File: config.mk
export PLATFORM = sky130hd
export DESIGN_NAME = multdiv_seq
export DESIGN_NICKNAME = d
export VERILOG_FILES = /design/src/rtl/multdiv_pkg.sv /design/src/rtl/multdiv_seq_addsub.sv /design/src/rtl/multdiv_seq_md_iter_counter.sv /design/src/rtl/multdiv_seq.sv
export SDC_FILE = /design/constraint.sdc
export NUM_CORES = 1
export LEC_CHECK = 0
export ABC_AREA = 1
export CORE_MARGIN = 4
export CORE_UTILIZATION = 48
export DETAILED_ROUTE_END_ITERATION = 10
export GPL_ROUTABILITY_DRIVEN = 0
export PLACE_DENSITY = 0.67
export SLEW_MARGIN = 10
export SYNTH_ARGS = -nofsm -noshare
export SYNTH_HDL_FRONTEND = slang
export SYNTH_SLANG_ARGS = --single-unit
File: constraint.sdc
create_clock -name clock -period 8.66 [get_ports clock]
set_input_delay 0.866 -clock clock [delete_from_list [all_inputs] [get_ports clock]]
set_output_delay 0.866 -clock clock [all_outputs]
set_load 0.005 [all_outputs]
File: src/rtl/multdiv_pkg.sv
// Shared types and constants for the sequential multiply/divide unit.
package multdiv_pkg;

  localparam int          NITER   = 32;
  localparam logic [31:0] INT_MIN = 32'h8000_0000;

  typedef enum logic [1:0] {
    IDLE = 2'd0,
    RUN  = 2'd1,
    DONE = 2'd2
  } state_t;

  typedef enum logic {
    OP_MULT = 1'b0,
    OP_DIV  = 1'b1
  } op_t;

endpackage

File: src/rtl/multdiv_seq_addsub.sv
// 32-bit add/subtract datapath block: sum = a + b (cin=0) or a - b (cin=1),
// with the carry out of bit 31 exposed.
module addsub32 (
  input  logic [31:0] i_a,
  input  logic [31:0] i_b,
  input  logic        i_cin,
  output logic [31:0] o_sum,
  output logic        o_cout
);

  logic [31:0] w_b_eff;
  logic [32:0] w_full;

  assign w_b_eff = i_cin ? ~i_b : i_b;
  assign w_full  = {1'b0, i_a} + {1'b0, w_b_eff} + {32'd0, i_cin};
  assign o_sum   = w_full[31:0];
  assign o_cout  = w_full[32];

endmodule

File: src/rtl/multdiv_seq_md_iter_counter.sv
// Iteration counter for the multiply/divide loop: 5-bit, synchronous clear
// and enable, terminal flag on the last iteration.
module md_iter_counter
  import multdiv_pkg::*;
(
  input  logic clk,
  input  logic rst_n,
  input  logic i_clr,
  input  logic i_en,
  output logic o_term
);

  logic [4:0] r_cnt;

  // Count iterations while enabled; clear has priority.
  always_ff @(posedge clk or negedge rst_n) begin
    if (!rst_n) begin
      r_cnt <= '0;
    end else if (i_clr) begin
      r_cnt <= '0;
    end else if (i_en) begin
      r_cnt <= r_cnt + 5'd1;
    end
  end

  assign o_term = (r_cnt == 5'(NITER - 1));

endmodule

File: src/rtl/multdiv_seq.sv
// Sequential signed 32-bit multiply (radix-2 Booth) / divide (restoring on
// magnitudes). One operation in flight; result flagged by a one-cycle
// data_resultRDY pulse 33 cycles after the start edge.
// Optional feature macro: MULTDIV_ZERO_FAST_EN -- zero operands skip the
// iteration loop and complete one cycle after the start edge.
module multdiv_seq
  import multdiv_pkg::*;
#(
  parameter int WIDTH = 32
) (
  input  logic             clock,
  input  logic             reset_n,
  input  logic [WIDTH-1:0] data_operandA,
  input  logic [WIDTH-1:0] data_operandB,
  input  logic             ctrl_MULT,
  input  logic             ctrl_DIV,
  output logic [WIDTH-1:0] data_result,
  output logic             data_exception,
  output logic             data_resultRDY
);

  state_t      r_state;
  op_t         r_op;
  logic [31:0] r_hi;     // Booth P_hi, or division remainder
  logic [31:0] r_lo;     // Booth P_lo, or division quotient
  logic        r_qm1;    // Booth q(-1)
  logic [31:0] r_b;      // raw operand B
  logic        r_neg;    // quotient sign
  logic [31:0] r_result;
  logic        r_exc;
  logic        r_rdy;

  logic        w_start;
  logic        w_fast;
  logic        w_term;

  logic [31:0] w_neg_in;
  logic [31:0] w_neg_sum;
  logic        w_unused_neg_cout;
  logic [31:0] w_abs_a;
  logic [31:0] w_abs_b;
  logic [31:0] w_quot;

  logic [31:0] w_div_shift;
  logic [31:0] w_step_a;
  logic [31:0] w_step_b;
  logic        w_step_cin;
  logic [31:0] w_step_beff;
  logic [31:0] w_step_sum;
  logic        w_step_cout;
  logic        w_sign33;

  logic [31:0] w_res;
  logic        w_exc;

  assign w_start = (r_state == IDLE) && (ctrl_MULT || ctrl_DIV);

`ifdef MULTDIV_ZERO_FAST_EN
  // Any zero operand has a trivially known result for both operations.
  assign w_fast = w_start && ((data_operandA == '0) || (data_operandB == '0));
`else
  assign w_fast = 1'b0;
`endif

  md_iter_counter u_cnt (
    .clk    (clock),
    .rst_n  (reset_n),
    .i_clr  (w_start),
    .i_en   (r_state == RUN),
    .o_term (w_term)
  );

  // Negate adder is time-shared: |A| at start, |B| during the loop,
  // quotient sign fix-up in DONE.
  always_comb begin
    w_neg_in = r_lo;
    case (r_state)
      IDLE:    w_neg_in = data_operandA;
      RUN:     w_neg_in = r_b;
      default: w_neg_in = r_lo;
    endcase
  end

  addsub32 u_neg (
    .i_a    (32'd0),
    .i_b    (w_neg_in),
    .i_cin  (1'b1),
    .o_sum  (w_neg_sum),
    .o_cout (w_unused_neg_cout)
  );

  assign w_abs_a = data_operandA[31] ? w_neg_sum : data_operandA;
  assign w_abs_b = r_b[31] ? w_neg_sum : r_b;
  assign w_quot  = r_neg ? w_neg_sum : r_lo;

  assign w_div_shift = {r_hi[30:0], r_lo[31]};

  // Step adder operands: trial subtract for divide, Booth add/sub for multiply.
  always_comb begin
    w_step_a   = r_hi;
    w_step_b   = '0;
    w_step_cin = 1'b0;
    if (r_op == OP_DIV) begin
      w_step_a   = w_div_shift;
      w_step_b   = w_abs_b;
      w_step_cin = 1'b1;
    end else begin
      case ({r_lo[0], r_qm1})
        2'b01: w_step_b = r_b;
        2'b10: begin
          w_step_b   = r_b;
          w_step_cin = 1'b1;
        end
        default: ;
      endcase
    end
  end

  addsub32 u_step (
    .i_a    (w_step_a),
    .i_b    (w_step_b),
    .i_cin  (w_step_cin),
    .o_sum  (w_step_sum),
    .o_cout (w_step_cout)
  );

  // True bit 32 of the signed sum, so the Booth shift stays exact even when
  // the 32-bit add overflows (e.g. subtracting INT_MIN).
  assign w_step_beff = w_step_cin ? ~w_step_b : w_step_b;
  assign w_sign33    = w_step_a[31] ^ w_step_beff[31] ^ w_step_cout;

  // Final result and exception from the iteration registers.
  always_comb begin
    w_res = r_lo;
    w_exc = (r_hi != {32{r_lo[31]}});
    if (r_op == OP_DIV) begin
      if (r_b == '0) begin
        w_res = '0;
        w_exc = 1'b1;
      end else begin
        w_res = w_quot;
        w_exc = !r_neg && (r_lo == INT_MIN);
      end
    end
  end

  // Control FSM and iteration datapath.
  always_ff @(posedge clock or negedge reset_n) begin
    if (!reset_n) begin
      r_state  <= IDLE;
      r_op     <= OP_MULT;
      r_hi     <= '0;
      r_lo     <= '0;
      r_qm1    <= 1'b0;
      r_b      <= '0;
      r_neg    <= 1'b0;
      r_result <= '0;
      r_exc    <= 1'b0;
      r_rdy    <= 1'b0;
    end else begin
      r_rdy <= 1'b0;
      case (r_state)
        IDLE: begin
          if (w_start) begin
            r_op    <= ctrl_MULT ? OP_MULT : OP_DIV;
            r_b     <= data_operandB;
            r_neg   <= data_operandA[31] ^ data_operandB[31];
            r_hi    <= '0;
            r_qm1   <= 1'b0;
            r_lo    <= w_fast ? 32'd0 : (ctrl_MULT ? data_operandA : w_abs_a);
            r_state <= w_fast ? DONE : RUN;
          end
        end
        RUN: begin
          if (r_op == OP_DIV) begin
            if (w_step_cout) begin
              r_hi <= w_step_sum;
              r_lo <= {r_lo[30:0], 1'b1};
            end else begin
              r_hi <= w_div_shift;
              r_lo <= {r_lo[30:0], 1'b0};
            end
          end else begin
            r_hi  <= {w_sign33, w_step_sum[31:1]};
            r_lo  <= {w_step_sum[0], r_lo[31:1]};
            r_qm1 <= r_lo[0];
          end
          if (w_term) begin
            r_state <= DONE;
          end
        end
        DONE: begin
          r_result <= w_res;
          r_exc    <= w_exc;
          r_rdy    <= 1'b1;
          r_state  <= IDLE;
        end
        default: r_state <= IDLE;
      endcase
    end
  end

  assign data_result    = r_result;
  assign data_exception = r_exc;
  assign data_resultRDY = r_rdy;

endmodule

==> results.yml, run 1 <==
yosys:
  yosys.area.top_type: "dfrtp_1"
  synth_area_sq_um: 12300
  syn_nets: 2076
  postSynth.asyncResetShare_pct: 100
  syn_avg_cell_area_sq_um: 6.25
  yosysWarnings: 0
  syn_inst: 1973
  seq_area_frac_synth_pct: 28.4
  synth.top_cell.area_share_pct: 28.4
  synthTopCellsByCount: "nand2_1, o21ai_0, inv_1"
  ys.flop_type: "dfrtp_1"
  ys_seq_elements: 140
  ys_top_cells_by_area: "dfrtp_1, nand2_1, o21ai_0, a21oi_1, inv_1"
  yosysUniqueCellTypes: 53
  synth_edf_count: 0
  yosysMostFrequentCell: "nand2_1"
placed_design:
  dp_hpwl_um: 31300
  port-buffer-count: 101
cts:
  cts_setup_buffers: 0
  cts.path.max_buffers: 2
  clock_latency_ns: 0.43
  clkTransAtPathRegs_ns: 0.07
  cts.sinks: 140
  cts_htree_levels: 4
  hold_buffers: 0
  cts_tree: "yes"
  numCtsBuffers: 17
  cts_resized: 0
  cts-root-buf: "clkbuf_16"
timing:
  maxSlewHeadroom_pct: 21.1
  drv_slew: 0
  hold_violations: 0
  tightest_slew_ns: 1.18
  fmax_mhz: 152
  period_needed_ns: 6.59
  fin_tns_setup_ns: 0
  skew_ns: 0.0165
  setup_viol: 0
  rsz0062_at_grt: "false"
  fin_crit_sh_pct: 76.1
  holdWs_ns: 0.427
detailed_routing:
  dr_total_vias: 13841
  routed_wl_um: 43500
  routedWlPerCell_um: 18.5
  viasPerCell: 5.89
  drcViolationCount: 0
  dr.pass1.iters: 6
  drtIter0Drc: 1747
  postRouteAntennaNets: 0
critical_path:
  crit_path_frequent_cell: "nand2_1"
  r2r_start: "r_state[1]$_DFFE_PN0P_"
  worstPathArrival_ns: 6.96
  critPathCaptureType: "flip-flop"
  startpoint_type: "flip-flop"
  crit_slowest_cell: "nand2_2"
  rr_endpoint: "r_hi[7]$_DFFE_PN0P_"
  cp_slowest_stage_delay_ns: 0.89
  r2r_slack_ns: 2.07
  crit_type: "flip-flop to flip-flop"
  cp_data_required_time_ns: 9.02
  rr_worst_depth: 30
  cp_max_fo: 52
status:
  outcome: "complete, no violations"
grt:
  grt_pass1_vias: 12709
  met1_usage_pct: 41.4
  antenna_found_initial: 0
  busiest_layer: "met2"
  grt.total_usage_pct: 29.9
  grt_pass1_wl_um: 68500
  grt_max_degree: 91
  grt_remaining_overflow: 0
  use_met2_pct: 47.7
  grtUsageMet3_pct: 4.74
finish:
  seqCellArea_sq_um: 3510
  multi_input_area_sq_um: 7580
  nNetsFinal: 2109
  drive_gt1_share_pct: 4.61
  n_antenna_cell: 0
  num-fill-cells: 2553
  syn2layout_area_growth_pct: 13.8
floorplanning:
  die-area_sq_um: 28300
  row_count: 58
  die_x_um: 168
  die_h_um: 168
  coreArea_sq_um: 25300
  ios: 102
  initial_core_util_pct: 48.8
job:
  cap_violations: 0
hold_path:
  hold_path_class: "input port to asynchronous set/reset pin"
## critical path: cells and delay by family, from the launching register on
kind	cells	cell delay, ns
simple gates	18	3.58
fa+ha+maj	1	0.37
buf+inv	4	0.85
compound gates	7	1.37
flops	1	0.32
## how the worst max path moves through the flow
| stage | endpoint | startpoint | slack [ns] |
|---|---|---|---|
| 4_1_cts | r_hi[7]$_DFFE_PN0P_ | r_state[1]$_DFFE_PN0P_ | 2.17 |
| 6_report | r_hi[7]$_DFFE_PN0P_ | r_state[1]$_DFFE_PN0P_ | 2.07 |
| 3_5_place_dp | r_hi[7]$_DFFE_PN0P_ | r_state[1]$_DFFE_PN0P_ | 2.21 |
| 3_3_place_gp | r_hi[7]$_DFFE_PN0P_ | r_state[1]$_DFFE_PN0P_ | 2.39 |
| 2_1_floorplan | r_lo[0]$_DFFE_PN0P_ | data_operandA[13] | 4.37 |
| 5_1_grt | r_hi[30]$_DFFE_PN0P_ | r_state[1]$_DFFE_PN0P_ | 1.39 |
## cells by family after synthesis
logic type / after synthesis / share of synthesized area (%)
AO/OA/AOI/OAI: 588 / 26.2
XOR/XNOR: 39 / 2.77
adder cells (fa/ha/maj): 35 / 3.61
buffers and inverters: 321 / 10.3
flip-flops: 140 / 28.4
AND/OR/NAND/NOR: 850 / 28.7
## cells in the final DEF (no fill, tap or decap), types with 3 or more instances in the layout
cell type	Yosys	layout
a21boi_1	3	3
a21o_1	3	3
a21oi_1	205	205
a21oi_2	3	3
a22oi_1	4	4
a31oi_1	16	16
buf_4	4	19
clkbuf_16	0	17
clkdlybuf4s50_1	0	100
clkinv_1	3	3
dfrtp_1	140	139
ha_1	34	34
inv_1	206	204
inv_2	6	7
inv_6	0	7
inv_8	0	5
nand2_1	511	511
nand2_2	8	8
nand3_1	90	90
nand4_1	30	30
nor2_1	165	161
nor2_2	2	3
nor2_4	2	5
nor3_1	21	21
nor4_1	10	10
o211ai_1	32	32
o21a_1	9	9
o21ai_0	238	238
o21ai_1	29	29
o21ai_2	5	5
o21bai_1	4	4
o221ai_1	6	6
o22ai_1	17	17
o41ai_1	3	3
xnor2_1	12	12
xor2_1	27	27
## layer usage
| metal | vias to the layer above | routed length [um] |
|---|---|---|
| met2 | 635 | 19900 |
| met3 | 97 | 3320 |
| met4 | 0 | 1380 |
| met1 | 6440 | 18900 |
| li1 | 6669 | - |
| met5 | - | 0 |
## metrics by stage
step	utilization [%]	worst slack, ns	cell area (sq um)	instances
CTS	55.6	2.17	14000	2349
finish	55.6	2.07	14000	2349
detailed placement	53.3	2.21	13500	2317
global placement	53.3	2.39	13500	2317
floorplan	-	4.37	12300	1973
global route	55.6	1.39	14000	2349
## sequential cells by signal, summed over array words and instances, names as in the netlist
| register | cells |
|---|---|
| data_resultRDY | 1 |
| data_exception | 1 |
| r_hi | 32 |
| r_lo | 32 |
| r_op | 1 |
| data_result | 32 |
| r_b | 32 |
| r_state | 2 |
| u_cnt.r_cnt | 5 |
| r_qm1 | 1 |
| r_neg | 1 |
## layout make-up
class,instances,area share (%)
inverter,215,5.76
sequential,140,25.0
clock buffer,18,3.06
multi-input combinational,1512,54.0
tap,330,2.94
clock inverter,14,1.01
timing repair buffer,120,8.23
Power of run 1 is left out: the tool's default activity adds up to more than one toggle a clock period on the data nets, which glitch-free logic cannot reach.
==> run 2: changes to the inputs <==
==> constraint.sdc (replaced) <==
create_clock -name clock -period 6.8 [get_ports clock]
set_input_delay 0.68 -clock clock [delete_from_list [all_inputs] [get_ports clock]]
set_output_delay 0.68 -clock clock [all_outputs]
set_load 0.005 [all_outputs]
==> run 2 against run 1 <==
  * Via count up 1.6%
  * Sequential share of layout area fell by 0.091 points
  * Global-route usage is 0.97 points higher
  * Die area did not move
  * Non-clock buffer count rose by 5
  * Highest routed layer unchanged
  * Setup slack lost 1.2 ns
  * Clock skew barely moved
  * Largest cell class unchanged
  * Register-to-register slack worse by 1.2 ns
  * Flip-flop and latch count is the same
  * Critical path depth down 1
  * Clock-buffer cell count unchanged
  * First-iteration DRC count shrank 11%
==> results.yml, run 2 (synthesis results as in run 1) <==
timing:
  setup_viol: 0
  rsz0062_at_grt: "false"
  drv_slew: 0
  hold_violations: 0
  skew_ns: 0.0162
  maxSlewHeadroom_pct: 35.5
  fmax_mhz: 168
  fin_tns_setup_ns: 0
  period_needed_ns: 5.95
  fin_crit_sh_pct: 87.5
  tightest_slew_ns: 0.967
hold_path:
  hold_path_class: "input port to asynchronous set/reset pin"
cts:
  hold_buffers: 0
  clkTransAtPathRegs_ns: 0.07
  cts.path.max_buffers: 2
  cts.sinks: 140
  cts_setup_buffers: 0
  numCtsBuffers: 17
  clock_latency_ns: 0.44
  cts_htree_levels: 4
  cts-root-buf: "clkbuf_16"
  cts_resized: 0
  cts_tree: "yes"
critical_path:
  crit_path_frequent_cell: "nand2_1"
  cp_slowest_stage_delay_ns: 0.66
  cp_max_fo: 40
  crit_slowest_cell: "nand2_2"
  critPathCaptureType: "flip-flop"
  crit_type: "flip-flop to flip-flop"
  worstPathArrival_ns: 6.31
  startpoint_type: "flip-flop"
  cp_data_required_time_ns: 7.15
finish:
  syn2layout_area_growth_pct: 14.2
  drive_gt1_share_pct: 4.84
  final_cell_mix: "nand2_1, o21ai_0, a21oi_1"
  nNetsFinal: 2114
  fin_area_sq_um: 14100
  n_antenna_cell: 0
  seqCellArea_sq_um: 3510
  multi_input_area_sq_um: 7580
  num-fill-cells: 2534
  layout_commonest_cell: "nand2_1"
detailed_routing:
  postRouteAntennaNets: 0
  viasPerCell: 5.97
  routedWlPerCell_um: 18.9
  drtIter0Drc: 1560
  dr.pass1.iters: 8
  drcViolationCount: 0
  routed_wl_um: 44500
  dr_total_vias: 14059
placed_design:
  port-buffer-count: 101
  dp_hpwl_um: 32200
  dpl_cell_area_sq_um: 13500
grt:
  grt.total_usage_pct: 30.9
  antenna_found_initial: 0
  grt_pass1_wl_um: 70300
  grt_pass1_vias: 13083
  grt_max_degree: 73
  grt_remaining_overflow: 0
floorplanning:
  row_count: 58
  die_h_um: 168
  initial_core_util_pct: 48.8
  die_x_um: 168
  ios: 102
  coreArea_sq_um: 25300
  die-area_sq_um: 28300
job:
  cap_violations: 0
status:
  outcome: "complete, no violations"
## run 2: cell type report
type	count	area share, %
multi-input combinational	1512	53.8
sequential	140	24.9
timing repair buffer	125	8.47
inverter	215	5.74
clock buffer	18	3.05
tap	330	2.93
clock inverter	14	1.10
## run 2: path summary, 6_finish.rpt
check / startpoint / endpoint / slack (ns) / cells past startpoint
hold / removal: reset_n / r_lo[3]$_DFFE_PN0P_ / 0.24 / 1
min in group clock: data_result[31]$_DFFE_PN0P_ / data_result[31]$_DFFE_PN0P_ / 0.51 / 2
hold reg to reg: data_result[31]$_DFFE_PN0P_ / data_result[31]$_DFFE_PN0P_ / 0.51 / 2
setup / recovery: r_state[1]$_DFFE_PN0P_ / r_hi[30]$_DFFE_PN0P_ / 0.85 / 29
setup reg to reg: r_state[1]$_DFFE_PN0P_ / r_hi[30]$_DFFE_PN0P_ / 0.85 / 29
max in group asynchronous: reset_n / r_b[23]$_DFFE_PN0P_ / 5.12 / 2
## run 2: routing by layer
metal  wire length (um)  GRT usage (%)  up-vias
met2              19500           48.5      796
met4               2100           13.4        0
met1              18800           41.9     6436
met5                  0              0        -
li1                   -              -     6684
met3               4090           5.35      143
## run 2: metrics by stage
stage / setup WS, ns / utilization, % / instances / hold WS [ns]
5_1_grt: 0.401 / 55.8 / 2354 / 0.296
3_5_place_dp: 1.08 / 53.5 / 2322 / 0.490
4_1_cts: 1.04 / 55.8 / 2354 / 0.283
3_3_place_gp: 1.14 / 53.5 / 2322 / 0.477
6_report: 0.848 / 55.8 / 2354 / 0.240
2_1_floorplan: 2.70 / - / 1973 / 0.384
## run 2: critical path: cells and delay by family (launching register included)
kind / cells / cell delay, ns
flops: 1 / 0.36
buf+inv: 6 / 0.89
fa+ha+maj: 1 / 0.34
compound gates: 8 / 1.58
xor+xnor: 1 / 0.31
simple gates: 13 / 2.37
Power of run 2 is left out for the same reason.
==> run 3: changes to the inputs <==
--- a/config.mk
+++ b/config.mk
@@ -5,8 +5,7 @@
 export SDC_FILE = /design/constraint.sdc
 export NUM_CORES = 1
 export LEC_CHECK = 0
-export ABC_AREA = 1
-export CORE_MARGIN = 4
+export CORE_MARGIN = 2
 export CORE_UTILIZATION = 48
 export DETAILED_ROUTE_END_ITERATION = 10
 export GPL_ROUTABILITY_DRIVEN = 0
==> run 3 against run 2 <==
  * Synthesized cell count fell by 28%
  * Clock-buffer cell count unchanged
  * Register-to-register slack got worse by 0.23 ns
  * Non-clock buffer count shrank 1
  * Die area down 9.3%
  * Flip-flop and latch count unchanged
  * Routed wire length is 14% lower
  * Hold slack improved by 0.052 ns
  * Area after synthesis decreased by 4.9%
  * Clock skew about the same
  * Final cell count decreased by 23%
==> results.yml, run 3 <==
status:
  outcome: "complete, no violations"
detailed_routing:
  dr_total_vias: 11314
  viasPerCell: 6.28
  postRouteAntennaNets: 0
  routed_wl_um: 38400
  routedWlPerCell_um: 21.3
  drtIter0Drc: 1147
  dr.pass1.iters: 5
  drcViolationCount: 0
timing:
  period_needed_ns: 6.19
  fmax_mhz: 162
  hold_violations: 0
  maxSlewHeadroom_pct: 27.7
  fin_crit_sh_pct: 91.0
  rsz0062_at_grt: "false"
  skew_ns: 0.0163
  tightest_slew_ns: 1.08
  drv_slew: 0
  setup_viol: 0
  fin_tns_setup_ns: 0
finish:
  fin_area_sq_um: 13500
  num-fill-cells: 2242
  multi_input_area_sq_um: 7770
  nNetsFinal: 1569
  drive_gt1_share_pct: 13.0
  n_antenna_cell: 0
  final_cell_mix: "nand2_1, a21oi_1, dfrtp_1"
  fin_cells: 1803
  syn2layout_area_growth_pct: 15.3
  layout_commonest_cell: "nand2_1"
  seqCellArea_sq_um: 3510
yosys:
  synth.top_cell.area_share_pct: 29.9
  synth_edf_count: 0
  ys.flop_type: "dfrtp_1"
  synth_area_sq_um: 11700
  synthTopCellsByCount: "nand2_1, a21oi_1, dfrtp_1"
  seq_area_frac_synth_pct: 29.9
  ys_top_cells_by_area: "dfrtp_1, mux2_2, a21oi_1, mux2i_1, o21ai_0"
  syn_nets: 1529
  postSynth.asyncResetShare_pct: 100
  syn_inst: 1426
  yosys.area.top_type: "dfrtp_1"
  yosysUniqueCellTypes: 73
  ys_seq_elements: 140
  syn_avg_cell_area_sq_um: 8.22
  yosysWarnings: 0
  yosysMostFrequentCell: "nand2_1"
grt:
  grt_pass1_vias: 10813
  grt_pass1_wl_um: 60700
  antenna_found_initial: 0
  grt.total_usage_pct: 30.0
  grt_max_degree: 87
  grt_remaining_overflow: 0
critical_path:
  crit_chain: "buf_4, mux2_2, mux2i_1, nand4_1, nor3_1, nand2_2, nor2_1, and3_1, or2_1, a21oi_1, o21ai_0, ha_1, a21oi_1, o21ai_0, a31oi_1, o31a_1, o41ai_2, a211oi_4, buf_4, mux2_2, mux2i_1, o21ai_0"
  critPathCaptureType: "flip-flop"
  cp_data_required_time_ns: 7.09
  worstPathArrival_ns: 6.48
  path_delay_family: "compound AO/OA/AOI/OAI gates"
  path_buf_inv: 2
  cp_max_fo: 21
  cp_slowest_stage_delay_ns: 0.82
  crit_path_frequent_cell: "o21ai_0"
  crit_type: "flip-flop to flip-flop"
  r2r_start: "r_state[0]$_DFFE_PN0P_"
  startpoint_type: "flip-flop"
  crit_slowest_cell: "dfrtp_1"
  crit_start: "r_state[0]$_DFFE_PN0P_"
floorplanning:
  coreArea_sq_um: 24200
  ios: 102
  die_x_um: 160
  initial_core_util_pct: 48.5
  row_count: 57
  die-area_sq_um: 25700
  die_h_um: 160
job:
  cap_violations: 0
cts:
  cts_htree_levels: 4
  cts.path.max_buffers: 2
  cts_resized: 0
  cts_setup_buffers: 0
  hold_buffers: 0
  numCtsBuffers: 17
  cts_tree: "yes"
  clock_latency_ns: 0.44
  cts-root-buf: "clkbuf_16"
  cts.sinks: 140
  clkTransAtPathRegs_ns: 0.07
placed_design:
  dpl_cell_area_sq_um: 12900
  port-buffer-count: 101
  dp.cells: 1771
  dp_hpwl_um: 27800
hold_path:
  hold_path_class: "input port to asynchronous set/reset pin"
[run 3: cell count changes after synthesis, moves of 58 or more]
cell	previous run	this run
o21ai_0	238	131
mux2i_1	0	67
inv_1	206	16
nand2_1	511	169
a21oi_1	205	147
nand3_1	90	22
mux2_2	0	103
[run 3: path summary, 6_finish.rpt]
kind	endpoint	slack, ns	cells after the start
min in group clock	data_result[0]$_DFFE_PN0P_	0.47	2
setup / recovery	r_hi[10]$_DFFE_PN0P_	0.61	22
max in group asynchronous	r_b[31]$_DFFE_PN0P_	5.20	2
hold / removal	data_result[16]$_DFFE_PN0P_	0.29	1
hold reg to reg	data_result[0]$_DFFE_PN0P_	0.47	2
setup reg to reg	r_hi[10]$_DFFE_PN0P_	0.61	22
[run 3: cells by family after synthesis]
family	synth area share, %
simple gates	16.8
flops	29.9
xor+xnor	4.25
buf+inv	4.15
mux	16.6
fa+ha+maj	3.80
compound gates	24.5
[run 3: per-layer routing]
metal | vias to the layer above | track usage [%] | share of wire (%)
met5 | - | 0 | 0
met4 | 0 | 13.1 | 4.0
li1 | 5318 | - | -
met2 | 538 | 44.6 | 43
met3 | 100 | 8.39 | 9.7
met1 | 5358 | 41.0 | 43
[run 3: cell type report]
cell class,instances,area share [%]
clock inverters,14,1.12
clock buffers,18,3.25
flip-flops and latches,140,26.0
repair buffers,124,8.76
inverters,16,0.444
multi-input cells,1167,57.5
well taps,324,3.00
[run 3: stage by stage]
| stage | util, % | setup WS (ns) | hold WS (ns) |
|---|---|---|---|
| final | 55.9 | 0.615 | 0.292 |
| after global routing | 55.9 | 0.218 | 0.358 |
| after CTS | 55.9 | 0.661 | 0.352 |
| after detailed placement | 53.5 | 0.514 | 0.470 |
| after global placement | 53.5 | 0.654 | 0.460 |
| after floorplan | - | 1.52 | 0.384 |
Power of run 3 is left out for the same reason.
